File: src/rtl/fc_pkg.sv
// Shared definitions for the FC classifier back end: FSM encoding,
// word-count helper, class index width and byte-lane ordering.
package fc_pkg;

    typedef enum logic [1:0] {
        IDLE  = 2'd0,
        READ  = 2'd1,
        DRAIN = 2'd2,
        HOLD  = 2'd3
    } fc_state_e;

    localparam int CLASS_IDX_WIDTH = 4;

    // Lane 0 (lowest class index of a word) sits in the most significant byte.
    localparam bit LANE_MSB_FIRST = 1'b1;

    // Number of sram words needed to hold class_num scores.
    function automatic int n_words(input int class_num, input int per_word);
        return (class_num + per_word - 1) / per_word;
    endfunction

    // Bit offset of a lane's LSB inside a packed word.
    function automatic int lane_lsb(input int lane, input int lanes, input int dw);
        return LANE_MSB_FIRST ? (lanes - 1 - lane) * dw : lane * dw;
    endfunction

endpackage

File: src/rtl/fc_argmax_lane_cmp.sv
// Folds one packed sram word into a running (max, index) pair.
// Lanes are visited in ascending class order with a strict signed '>'
// so the lowest index wins a tie; masked-off lanes are skipped.
module fc_argmax_lane_cmp
    import fc_pkg::*;
#(
    parameter int DATA_WIDTH = 8,
    parameter int LANES      = 4,
    parameter int IDX_W      = CLASS_IDX_WIDTH
) (
    input  logic [LANES*DATA_WIDTH-1:0] word_i,
    input  logic [IDX_W-1:0]            base_idx_i,
    input  logic [LANES-1:0]            lane_mask_i,
    input  logic signed [DATA_WIDTH-1:0] max_i,
    input  logic [IDX_W-1:0]            idx_i,
    output logic signed [DATA_WIDTH-1:0] max_o,
    output logic [IDX_W-1:0]            idx_o
);

    logic signed [DATA_WIDTH-1:0] score;

    // Sequential compare chain across the lanes of this word.
    always_comb begin
        max_o = max_i;
        idx_o = idx_i;
        score = '0;
        for (int l = 0; l < LANES; l++) begin
            score = $signed(word_i[lane_lsb(l, LANES, DATA_WIDTH) +: DATA_WIDTH]);
            if (lane_mask_i[l] && (score > max_o)) begin
                max_o = score;
                idx_o = base_idx_i + IDX_W'(l);
            end
        end
    end

endmodule

File: src/rtl/fc_argmax_unit.sv
// Reads the FC2 class scores back from sram f after fc2_done, finds the
// argmax and offers (class, score) on a valid/ready interface.
// Optional build macro FC_ARGMAX_OVERRUN_EN adds a sticky 'overrun' flag
// that records fc2_done pulses arriving while the unit is busy.
module fc_argmax_unit
    import fc_pkg::*;
#(
    parameter int DATA_WIDTH             = 8,
    parameter int DATA_NUM_PER_SRAM_ADDR = 4,
    parameter int CLASS_NUM              = 10,
    parameter int F_ADDR_WIDTH           = 6
) (
    input  logic                                     clk,
    input  logic                                     srstn,
    input  logic                                     fc2_done,
    output logic [F_ADDR_WIDTH-1:0]                  sram_raddr_f,
    input  logic [DATA_NUM_PER_SRAM_ADDR*DATA_WIDTH-1:0] sram_rdata_f,
    output logic                                     busy,
    output logic                                     result_valid,
    input  logic                                     result_ready,
    output logic [CLASS_IDX_WIDTH-1:0]               result_class,
    output logic [DATA_WIDTH-1:0]                    result_score
`ifdef FC_ARGMAX_OVERRUN_EN
    ,
    output logic                                     overrun
`endif
);

    localparam int NW    = n_words(CLASS_NUM, DATA_NUM_PER_SRAM_ADDR);
    localparam int LANES = DATA_NUM_PER_SRAM_ADDR;
    localparam logic [F_ADDR_WIDTH-1:0] LAST_ADDR = F_ADDR_WIDTH'(NW - 1);

    fc_state_e state_q, state_d;

    logic [F_ADDR_WIDTH-1:0]       addr_q;
    logic                          rd_vld_q;
    logic [F_ADDR_WIDTH-1:0]       rd_addr_q;
    logic signed [DATA_WIDTH-1:0]  max_q;
    logic [CLASS_IDX_WIDTH-1:0]    idx_q;
    logic signed [DATA_WIDTH-1:0]  res_score_q;
    logic [CLASS_IDX_WIDTH-1:0]    res_class_q;

    logic [LANES-1:0]              lane_mask;
    logic [CLASS_IDX_WIDTH-1:0]    base_idx;
    logic signed [DATA_WIDTH-1:0]  seed_max;
    logic [CLASS_IDX_WIDTH-1:0]    seed_idx;
    logic signed [DATA_WIDTH-1:0]  fold_max;
    logic [CLASS_IDX_WIDTH-1:0]    fold_idx;
    int                            base_int;

    // State register.
    always_ff @(posedge clk) begin
        if (!srstn) state_q <= IDLE;
        else        state_q <= state_d;
    end

    // Next-state logic; fc2_done is only honoured in IDLE.
    always_comb begin
        state_d = state_q;
        case (state_q)
            IDLE:    if (fc2_done) state_d = READ;
            READ:    if (addr_q == LAST_ADDR) state_d = DRAIN;
            DRAIN:   state_d = HOLD;
            HOLD:    if (result_ready) state_d = IDLE;
            default: state_d = IDLE;
        endcase
    end

    // Address counter: steps through the words in READ, parked at 0 otherwise.
    always_ff @(posedge clk) begin
        if (!srstn)                                    addr_q <= '0;
        else if (state_q == READ && addr_q != LAST_ADDR) addr_q <= addr_q + 1'b1;
        else                                           addr_q <= '0;
    end

    // Read data lags its address by one cycle; track which word is arriving.
    always_ff @(posedge clk) begin
        if (!srstn) begin
            rd_vld_q  <= 1'b0;
            rd_addr_q <= '0;
        end else begin
            rd_vld_q  <= (state_q == READ);
            rd_addr_q <= addr_q;
        end
    end

    // Lane mask, base index and running-max seed for the arriving word.
    // Word 0 is seeded with score 0 itself so an all-minimum run still
    // resolves to class 0.
    always_comb begin
        base_int  = int'(rd_addr_q) * LANES;
        lane_mask = '0;
        for (int l = 0; l < LANES; l++)
            lane_mask[l] = (base_int + l) < CLASS_NUM;
        base_idx = CLASS_IDX_WIDTH'(base_int);
        if (rd_addr_q == '0) begin
            seed_max = $signed(sram_rdata_f[LANES*DATA_WIDTH-1 -: DATA_WIDTH]);
            seed_idx = '0;
        end else begin
            seed_max = max_q;
            seed_idx = idx_q;
        end
    end

    fc_argmax_lane_cmp #(
        .DATA_WIDTH (DATA_WIDTH),
        .LANES      (LANES),
        .IDX_W      (CLASS_IDX_WIDTH)
    ) u_cmp (
        .word_i      (sram_rdata_f),
        .base_idx_i  (base_idx),
        .lane_mask_i (lane_mask),
        .max_i       (seed_max),
        .idx_i       (seed_idx),
        .max_o       (fold_max),
        .idx_o       (fold_idx)
    );

    // Running max, updated whenever a word arrives.
    always_ff @(posedge clk) begin
        if (!srstn) begin
            max_q <= '0;
            idx_q <= '0;
        end else if (rd_vld_q) begin
            max_q <= fold_max;
            idx_q <= fold_idx;
        end
    end

    // Result registers capture the final fold in DRAIN and hold until the next run ends.
    always_ff @(posedge clk) begin
        if (!srstn) begin
            res_score_q <= '0;
            res_class_q <= '0;
        end else if (state_q == DRAIN) begin
            res_score_q <= fold_max;
            res_class_q <= fold_idx;
        end
    end

`ifdef FC_ARGMAX_OVERRUN_EN
    logic overrun_q;

    // Sticky flag for fc2_done seen while a run is in flight.
    always_ff @(posedge clk) begin
        if (!srstn)                               overrun_q <= 1'b0;
        else if (fc2_done && state_q != IDLE)     overrun_q <= 1'b1;
    end

    assign overrun = overrun_q;
`endif

    assign sram_raddr_f = addr_q;
    assign busy         = (state_q != IDLE);
    assign result_valid = (state_q == HOLD);
    assign result_class = res_class_q;
    assign result_score = res_score_q;

endmodule
File: config.mk
export PLATFORM = sky130hd
export DESIGN_NAME = fc_argmax_unit
export DESIGN_NICKNAME = d
export VERILOG_FILES = /design/src/rtl/fc_pkg.sv /design/src/rtl/fc_argmax_lane_cmp.sv /design/src/rtl/fc_argmax_unit.sv
export SDC_FILE = /design/constraint.sdc
export NUM_CORES = 1
export LEC_CHECK = 0
export ABC_AREA = 1
export CAP_MARGIN = 10
export CELL_PAD_IN_SITES_DETAIL_PLACEMENT = 1
export CELL_PAD_IN_SITES_GLOBAL_PLACEMENT = 2
export CORE_ASPECT_RATIO = 1.5
export CORE_MARGIN = 2
export CORE_UTILIZATION = 31
export DETAILED_ROUTE_END_ITERATION = 7
export PLACE_DENSITY_LB_ADDON = 0.05
export SLEW_MARGIN = 20
export SYNTH_ARGS = -nofsm -noshare
export SYNTH_HDL_FRONTEND = slang
export SYNTH_SLANG_ARGS = --single-unit
export TNS_END_PERCENT = 1
File: constraint.sdc
create_clock -name clk -period 9.8 [get_ports clk]
set_input_delay 1.47 -clock clk [delete_from_list [all_inputs] [get_ports clk]]
set_output_delay 1.47 -clock clk [all_outputs]
set_load 0.02 [all_outputs]
# After elaboration in Yosys (flattened, before gate mapping)
# Cells that the tools add are included.
# word_totals
register_bits	39
latchBits	0
ramBits	0
rom_bits	0
in_bits	36
out_inout_bits	20
word_cells	55
n_memories	0
# classes
n_addsub	7
n_mul	0
n_div	0
n_lt_le_gt_ge	8
eq_ne	8
shifts	0
muxes	14
bitwise	0
n_reduce_logical	10
# ops
cell	count
2-to-1 mux 8 bit	5
> comparator 8 bit	4
less-than comparator 9 x 4 -> 1 bit (second input constant)	3
2-to-1 mux 4 bit	5
adder 8 x 2 -> 9 bit (second input constant)	2
adder 8 x 1 -> 9 bit (second input constant)	1
adder 4 x 2 -> 4 bit (second input constant)	2
less-than comparator 8 x 4 -> 1 bit (second input constant)	1
case mux 2 bit (4 select lines)	1
adder 6 x 1 -> 6 bit (second input constant)	1
== test 6 x 2 -> 1 bit (second input constant)	1
zero test 6 bit	1
2-to-1 mux 2 bit	3
!= test 6 x 2 -> 1 bit (second input constant)	1
logical AND 1 bit	5
adder 4 x 1 -> 4 bit (second input constant)	1
== test 2 bit (second input constant)	2
!= test 2 bit (second input constant)	2
AND reduction 3 bit	1
== test 2 x 1 -> 1 bit (second input constant)	1
zero test 2 bit	1
!= test 2 x 1 -> 1 bit (second input constant)	1
AND reduction 2 bit	1
nonzero test 2 bit	1

# Longest topological paths before layout
# Gate-level depths: netlist of run 1.
# logic_depth
ltp_word	14
depth_mapped	54
mapped_depth_nobuf	53

# Cells and area by module
# From an unflattened synthesis of run 1, not the netlist that was laid out.
# unflattened
cells_unflattened	525
area_unflattened_um2	3367.0
# modules_own_cells
module	n_inst	cells_each	area_per_inst_um2
fc_argmax_lane_cmp	1	299	1686.6
fc_argmax_unit	1	226	1680.4

# Worst setup path after synthesis of run 1
# OpenSTA, ideal clock, no wires.
# synth_timing
kind	input-to-reg
startpoint	input sram_rdata_f[31]
endpoint	register res_class_q[2], in the netlist result_class[2]
setup_time_ns	0.109
t_arrival_ns	6.251
required_ns	9.691
setup_slack_ns	3.440
path_stages	41
path_buffers	1
path_cell_list	o21ai_1 ha_1 a21o_1 nor2_2 nand2_1 nand2_2 nand3_4 nand2_1 nand2_1 ha_1 nand2_1 o21a_1 nand3_1 nand2_2 inv_2 nand2_1 nand2_1 inv_1 (+5 left out) nand2_1 nand2_1 nand2_2 buf_6 nand3_2 nand2_1 ha_1 inv_1 o21bai_1 a21oi_1 o211ai_1 nand4_2 nand2_2 inv_2 nand3_2 nand3_1 nand2_1 inv_1
# synth_between
elab_chain_cells	13
word_cells_on_any_way	16
# synth_rtl
element	line_no	source
start, declared	fc_argmax_unit.sv:17	input logic [DATA_NUM_PER_SRAM_ADDR*DATA_WIDTH-1:0] sram_rdata_f,
2-to-1 mux 8 bit	fc_argmax_unit.sv:96	if (rd_addr_q == '0) begin
> comparator 8 bit	fc_argmax_lane_cmp.sv:29	if (lane_mask_i[l] && (score > max_o)) begin
logical AND 1 bit	fc_argmax_lane_cmp.sv:29	
2-to-1 mux 8 bit	fc_argmax_lane_cmp.sv:29	
> comparator 8 bit	fc_argmax_lane_cmp.sv:29	
logical AND 1 bit	fc_argmax_lane_cmp.sv:29	
2-to-1 mux 8 bit	fc_argmax_lane_cmp.sv:29	
> comparator 8 bit	fc_argmax_lane_cmp.sv:29	
logical AND 1 bit	fc_argmax_lane_cmp.sv:29	
2-to-1 mux 8 bit	fc_argmax_lane_cmp.sv:29	
> comparator 8 bit	fc_argmax_lane_cmp.sv:29	
logical AND 1 bit	fc_argmax_lane_cmp.sv:29	
2-to-1 mux 4 bit *	fc_argmax_lane_cmp.sv:29	
end signal, assigned	fc_argmax_unit.sv:137	res_class_q <= fold_idx;
end, declared	fc_argmax_unit.sv:41	logic [CLASS_IDX_WIDTH-1:0] res_class_q;
# Mark *: on every way between the ends. The rest lies on a longest branch, timed or not.
# A chain may end at the register's enable or synchronous reset.

# Final worst setup path of run 1
# Ends and elaborated chain as after synthesis.

==> summary.md, run 1 <==
| Metric | Value |
|---|---|
| Status | `finished clean` |
| Most common library cell in the layout ignoring fill and taps | `sky130_fd_sc_hd__nand2_1` |
| Synthesis-to-layout area growth | `24.69%` |
| Wire length of the first global-routing pass | `16,190 µm` |
| Leading register cell type out of synthesis | `sky130_fd_sc_hd__dfxtp_1` |
| Port bufs | `55` |
| Via/cell ratio | `4.896` |
| Final setup skew | `0.004710 ns` |
| Clk pwr share | `13.8%` |
| Buf/Inv on CP | `4` |
| Pin count of the biggest net entering global routing | `25` |
| Startpoint of the most critical hold path | `sram_raddr_f[1]` |
| Buffer cell driving the clock tree root | `sky130_fd_sc_hd__clkbuf_16` |
| # DRC | `0` |
| Async set-or-reset flop fraction in the synthesized netlist | `0%` |
| Highest Clock Rate | `131.0 MHz` |
| Beginning of the critical path | `sram_rdata_f[31]` |
| Detailed Route WL | `10,000 µm` |
| Worst path most repeated cell | `sky130_fd_sc_hd__nand2_1` |
| CTS hold repair buffers | `0` |
| Aggregate global routing overflow | `0` |
| Number of clock sinks | `39` |
| Unique masters post-synth | `39` |
| Endpoint of the worst-slack reg-to-reg timing path | `result_class[2]` |
| CP endpoint kind | `register` |
| Cells after Synth | `about 480` |
| Netlist area before placement | `between 0.003 and 0.004 mm²` |
| Final ANT Viol Nets | `0` |
| GPL Wtd Cong | `0.8361` |
| Die extent in y | `128.7 µm` |
| Hold Crit Class | `register to register` |
| Number of antenna violations at the first check in global routing | `0` |
| FF-to-FF path depth | `41` |
| Final hold slack | `0.4913 ns` |
| Cts bufs inserted | `5` |
| Maximum fanout along the worst path | `17` |
| Final Cycle Share | `77.88%` |
| Clock latency on the worst-skew pair | `0.29 ns` |
| Rows | `45` |
| Diodes inserted | `0` |
| Die area | `roughly 0.011 mm²` |
| Switching power | `595.5 µW` |
| Half-perimeter wire length of the detailed placement result | `roughly 8500 µm` |
| PD cells | `291.2 mW/mm²` |
| First-pass iteration count of the detailed router | `4` |
| Count of instances resized after the clock tree is built | `0` |
| Clock transition at path regs | `approximately 0.06 ns` |
| Setup-failing EPs final | `0` |
| Synth Area per Inst | `6.666 µm²` |
| Req. time, crit path | `9.99 ns` |
| Share of final-layout standard cells stronger than drive strength 1 | `8.396%` |
| Number of nets at the end of the flow | `slightly above 600` |
| Top-Level Pins | `56` |
| Initial standard-cell utilization of the core | `31.70%` |
| Slew of the pin with the lowest slew margin | `0.8545 ns` |
| Leak pwr | `0.002045 µW` |
| Number of enable flip-flop cells after synthesis | `0` |
| Setup TNS | `0 ns` |
| Worst slew margin | `between 40% and 50%` |
| RSZ-0062 raised after global routing | `false` |
| Flop pwr share | `18.8%` |
| Crit Reg-Reg Startpoint | `rd_addr_q[4]` |
| Largest voltage drop on the vdd net | `between 0.15 and 0.2 mV` |
| Cell depth of the worst min-delay path | `2` |
| Post-synthesis sequential element count | `39` |
| CTS tree | `yes` |
| Min Tclk post-route | `7.632 ns` |
| Sort of element at the start of the critical path | `input port` |
| Post-Syn Nets | `557` |
| Longest Clk Path Bufs | `2` |
| Internal Pwr Total | `between 500 and 600 µW` |
| Number of global-route vias before repair | `3,242` |
| DRC violation total after the first TritonRoute iteration | `72` |
| Hold Path Sink | `rd_addr_q[1]` |
| Worst setup path category | `input port to register` |
| Final hold vios | `0` |
| Average wire per standard cell | `15.31 µm` |
| Final max-slew violation count | `0` |
| Area of the core | `0.01013 mm²` |
| Combinational cell fraction of total power | `67.4%` |
| Horizontal die dimension | `87.13 µm` |
| Cell family with the largest share of critical-path delay | `simple AND/OR/NAND/NOR gates` |
| Number of warnings issued by yosys | `0` |
| Crit path max-delay cell type | `sky130_fd_sc_hd__clkdlybuf4s50_1` |
| Endpoint arrival time on the critical path | `between 7 and 8 ns` |
| Seq/Total Area, Yosys | `24.30%` |
| Vias post-DR | `roughly 3,200` |
| Number of levels the H-tree was split into | `2` |
| Layout fillers | `between 1,000 and 1,500` |
| Maximum Capacitance Violations | `0` |
| Switching fraction of total power | `51.05%` |
| Top library cells by usage in the layout, fill and taps aside | `sky130_fd_sc_hd__nand2_1, sky130_fd_sc_hd__inv_1, sky130_fd_sc_hd__clkdlybuf4s50_1` |
| Overall global routing resource usage | `18.93%` |
| Number of buffers inserted to repair setup after CTS | `0` |
| Maximum single-stage delay on the critical path | `~0.46 ns` |
| FF-to-FF setup slack | `roughly 2.9 ns` |
-- area by class of cell --
cell class	instances	area [µm²]	share of cell area, %
clock buffers	5	125.1	3.123
clock inverters	3	20.02	0.4997
inverters	85	321.6	8.026
multi-input cells	349	2062	51.47
flip-flops and latches	39	780.7	19.49
well taps	117	146.4	3.654
repair buffers	55	550.5	13.74
-- cell families (layout without fill, tap and decap cells) --
group                    count (synthesis)  after routing  synth area share, %
AO/OA/AOI/OAI                           59             59                10.75
XOR/XNOR                                 1              1               0.2726
adder cells (fa/ha/maj)                 39             39                15.19
buffers and inverters                   94            148                11.53
flip-flops                              39             39                24.30
AND/OR/NAND/NOR                        250            250                37.97
-- registers in the layout, summed over array words and instances (netlist names) --
signal and count:
result_class 4, state_q 2, sram_raddr_f 6, rd_addr_q 6, rd_vld_q 1, result_score 8, idx_q 4, max_q 8
-- routing by layer --
metal / vias to the layer above / GRT usage, % / part of all wire [%]
li1: 1663 / - / -
met2: 45 / 35.11 / 54
met4: 0 / 8.326 / 3.3
met3: 15 / 3.464 / 3.3
met1: 1474 / 20.47 / 40
met5: - / 0 / 0
-- stage by stage --
stage / total power (µW) / utilization (%) / area (µm²) / setup slack (ns) / std cells
2_1_floorplan: 793.4 / - / 3213 / 3.440 / 482
3_3_place_gp: 1004 / 38.10 / 3861 / 1.878 / 645
3_5_place_dp: 1020 / 38.10 / 3861 / 1.810 / 645
4_1_cts: 1188 / 39.53 / 4006 / 2.107 / 653
5_1_grt: 1300 / 39.53 / 4006 / 1.387 / 653
6_report: 1167 / 39.53 / 4006 / 2.168 / 653
-- synthesized netlist by cell type (2+ instances only) --
cell type / count / area share (%)
sky130_fd_sc_hd__inv_2: 3 / 0.35
sky130_fd_sc_hd__inv_1: 80 / 9.3
sky130_fd_sc_hd__nor3_1: 4 / 0.62
sky130_fd_sc_hd__nand4_1: 13 / 2.5
sky130_fd_sc_hd__or2_1: 7 / 1.4
sky130_fd_sc_hd__clkbuf_1: 6 / 0.70
sky130_fd_sc_hd__nand2_1: 110 / 13
sky130_fd_sc_hd__o21ai_2: 2 / 0.55
sky130_fd_sc_hd__ha_1: 39 / 15
sky130_fd_sc_hd__dfxtp_1: 39 / 24
sky130_fd_sc_hd__a21o_1: 3 / 0.70
sky130_fd_sc_hd__nor2_2: 3 / 0.58
sky130_fd_sc_hd__o21ai_0: 10 / 1.6
sky130_fd_sc_hd__o21bai_1: 2 / 0.47
sky130_fd_sc_hd__nand3_2: 15 / 4.7
sky130_fd_sc_hd__buf_6: 2 / 0.70
sky130_fd_sc_hd__a21oi_1: 24 / 3.7
sky130_fd_sc_hd__nand2_4: 2 / 0.70
sky130_fd_sc_hd__nand3_1: 43 / 6.7
sky130_fd_sc_hd__nor2_1: 43 / 5.0
sky130_fd_sc_hd__o21ai_1: 9 / 1.4
sky130_fd_sc_hd__nand2_2: 5 / 0.97
sky130_fd_sc_hd__a31oi_1: 2 / 0.39
-- power groups by stage --
stage | Combinational (µW) | Clock, µW | Sequential, µW
finish | 786 | 161 | 220
global route | 901 | 174 | 224
CTS | 801 | 167 | 220
detailed placement | 796 | 0 | 224
global placement | 782 | 0 | 222
floorplan | 556 | 0 | 237
-- worst register-to-register path: cells and delay by family, from the launching register on --
family	cells	cell delay, ns
flops	1	0.31
compound gates	8	1.26
fa+ha+maj	4	1.26
simple gates	26	3.76
buf+inv	3	0.19
-- how the worst max path moves through the flow --
stage | depth (start not counted) | slack, ns | end
global route | 41 | 1.39 | result_class[2]
global placement | 37 | 1.88 | result_class[2]
floorplan | 41 | 3.44 | result_class[2]
detailed placement | 40 | 1.81 | result_class[2]
CTS | 40 | 2.11 | result_class[2]
finish | 37 | 2.17 | result_class[2]
No activity file was read; power rests on OpenSTA's default activity.
==> run 2: changes to the inputs <==
CORE_UTILIZATION = 26   (was 31)
clock period = 6.4 ns   (was 9.8 ns; I/O delays follow)
==> summary.md, run 2 (synthesized netlist as in run 1, its figures left out) <==
| Metric | Value |
|---|---|
| CP endpoint kind | `register` |
| Final ANT Viol Nets | `0` |
| Final critical-path setup slack | `between 0.04 and 0.05 ns` |
| Vias post-DR | `approximately 3,800` |
| Clk pwr share | `slightly below 10%` |
| Rows | `49` |
| GPL Wtd Cong | `0.8498` |
| Multi-input logic area | `0.002949 mm²` |
| Overall global routing resource usage | `18.12%` |
| Synthesis-to-layout area growth | `82.24%` |
| Min Tclk post-route | `6.354 ns` |
| Number of global-route vias before repair | `3,773` |
| Maximum fanout along the worst path | `7` |
| Startpoint of the most critical hold path | `sram_raddr_f[5]` |
| Number of levels the H-tree was split into | `2` |
| Horizontal die dimension | `between 90 and 100 µm` |
| Final Cycle Share | `99.28%` |
| Largest voltage drop on the vdd net | `about 0.24 mV` |
| FF-to-FF path depth | `46` |
| Cell depth of the worst min-delay path | `2` |
| Number of antenna violations at the first check in global routing | `0` |
| Maximum single-stage delay on the critical path | `0.38 ns` |
| Clock latency on the worst-skew pair | `about 0.29 ns` |
| Hold Path Sink | `rd_addr_q[5]` |
| Maximum Capacitance Violations | `0` |
| CTS hold repair buffers | `0` |
| PD cells | `508.0 mW/mm²` |
| Average wire per standard cell | `16.23 µm` |
| Worst setup path category | `input port to register` |
| Worst slew margin | `around a third` |
| RSZ-0062 raised after global routing | `true` |
| Hold Crit Class | `register to register` |
| Endpoint of the worst-slack reg-to-reg timing path | `result_class[1]` |
| CTS tree | `yes` |
| Die extent in y | `140.2 µm` |
| Sequential Area | `782.0 µm²` |
| DRC violation total after the first TritonRoute iteration | `65` |
| Number of clock sinks | `39` |
| Die area | `0.01328 mm²` |
| Total Power Consumption | `2974 µW` |
| Combinational cell fraction of total power | `78.7%` |
| Crit Reg-Reg Startpoint | `rd_addr_q[5]` |
| Port bufs | `between 50 and 60` |
| Diodes inserted | `0` |
| First-pass iteration count of the detailed router | `4` |
| Number of nets at the end of the flow | `721` |
| Highest Clock Rate | `157.4 MHz` |
| Req. time, crit path | `6.58 ns` |
| Leak pwr | `0.002799 µW` |
| Clock transition at path regs | `0.06 ns` |
| Top library cells by usage in the layout, fill and taps aside | `sky130_fd_sc_hd__buf_4, sky130_fd_sc_hd__inv_1, sky130_fd_sc_hd__nand2_1` |
| # DRC | `0` |
| Buffer cell driving the clock tree root | `sky130_fd_sc_hd__clkbuf_16` |
| Pin count of the biggest net entering global routing | `25` |
| Share of final-layout standard cells stronger than drive strength 1 | `45.60%` |
| Setup-failing EPs final | `0` |
| Detailed Route WL | `12,990 µm` |
| Aggregate global routing overflow | `0` |
| Sort of element at the start of the critical path | `input port` |
| Cts bufs inserted | `5` |
| Initial standard-cell utilization of the core | `between 20% and 30%` |
| Wire length of the first global-routing pass | `about 19,000 µm` |
| Crit path max-delay cell type | `sky130_fd_sc_hd__nor3_1` |
| Slew of the pin with the lowest slew margin | `~0.99 ns` |
| Final setup skew | `0.001643 ns` |
| Final max-slew violation count | `0` |
| Layout fillers | `between 1,000 and 1,500` |
| Setup TNS | `0 ns` |
| Utilization of the core after routing | `48.73%` |
| Via/cell ratio | `4.721` |
| Post-placement worst setup slack | `-0.8519 ns` |
| Longest Clk Path Bufs | `2` |
| Top-Level Pins | `between 50 and 60` |
| Internal Pwr Total | `1584 µW` |
| Buf/Inv on CP | `11` |
| FF-to-FF setup slack | `0.09 ns` |
| Area of the core | `0.01202 mm²` |
| Cell family with the largest share of critical-path delay | `simple AND/OR/NAND/NOR gates` |
| Half-perimeter wire length of the detailed placement result | `9579 µm` |
| Most common library cell in the layout ignoring fill and taps | `sky130_fd_sc_hd__buf_4` |
| Final hold vios | `0` |
| Endpoint arrival time on the critical path | `6.54 ns` |
| Status | `finished clean` |
| Switching power | `1390 µW` |
| Switching fraction of total power | `a little under half` |
| Flop pwr share | `11.4%` |
run 2: how the worst max path moves through the flow:
stage                                start               to  slack (ns)  cells past startpoint
after floorplan           sram_rdata_f[31]  result_class[2]        0.55                     41
after global placement    sram_rdata_f[31]         max_q[1]       -0.67                     41
after detailed placement  sram_rdata_f[31]         max_q[4]       -0.85                     43
after CTS                 sram_rdata_f[29]  result_class[1]       0.002                     44
after global routing          rd_addr_q[5]  result_class[1]       -0.37                     45
final                     sram_rdata_f[31]  result_class[1]        0.05                     41
run 2: power by group through the flow:
stage	Sequential, µW	Combinational (µW)	Clock (µW)
floorplan	363	852	0
global placement	341	1530	0
detailed placement	342	1550	0
CTS	339	1770	306
global route	347	2550	312
finish	339	2340	294
run 2: what timing repair did:
| action | in CTS | in global routing |
|---|---|---|
| setup endpoints to repair | 24 | 24 |
| setup buffers | 12 | 22 |
| gates cloned | 2 | 3 |
| gates resized for setup | 61 | 156 |
| pin swaps | 19 | 80 |
run 2: through the flow:
step           instance area (µm²)  hold WS (ns)  instances
3_3_place_gp                  4454        0.4746        754
5_1_grt                       5856        0.5097        800
4_1_cts                       4952        0.4946        776
3_5_place_dp                  4454        0.4846        754
6_report                      5856        0.4766        800
2_1_floorplan                 3213        0.4902        482
run 2: layout make-up:
type	instances	area share (%)
Multi-Input combinational cell	352	50.36
Timing Repair Buffer	162	24.06
Sequential cell	39	13.35
Inverter	85	5.791
Tap cell	153	3.269
Clock buffer	6	2.372
Clock inverter	2	0.5983
Timing Repair inverter	1	0.1923
run 2: worst register-to-register path: cells and delay by family, from the launching register on:
kind / cells / cell delay [ns]
buf+inv: 11 / 1.09
simple gates: 25 / 2.84
fa+ha+maj: 4 / 0.99
compound gates: 6 / 0.95
flops: 1 / 0.31
run 2: routing by layer:
| layer | track usage [%] | vias to the layer above | part of all wire (%) |
|---|---|---|---|
| met5 | 0 | - | 0 |
| met4 | 7.323 | 0 | 2.5 |
| met3 | 2.259 | 16 | 2.2 |
| met2 | 35.31 | 46 | 59 |
| met1 | 18.85 | 1832 | 37 |
| li1 | - | 1883 | - |
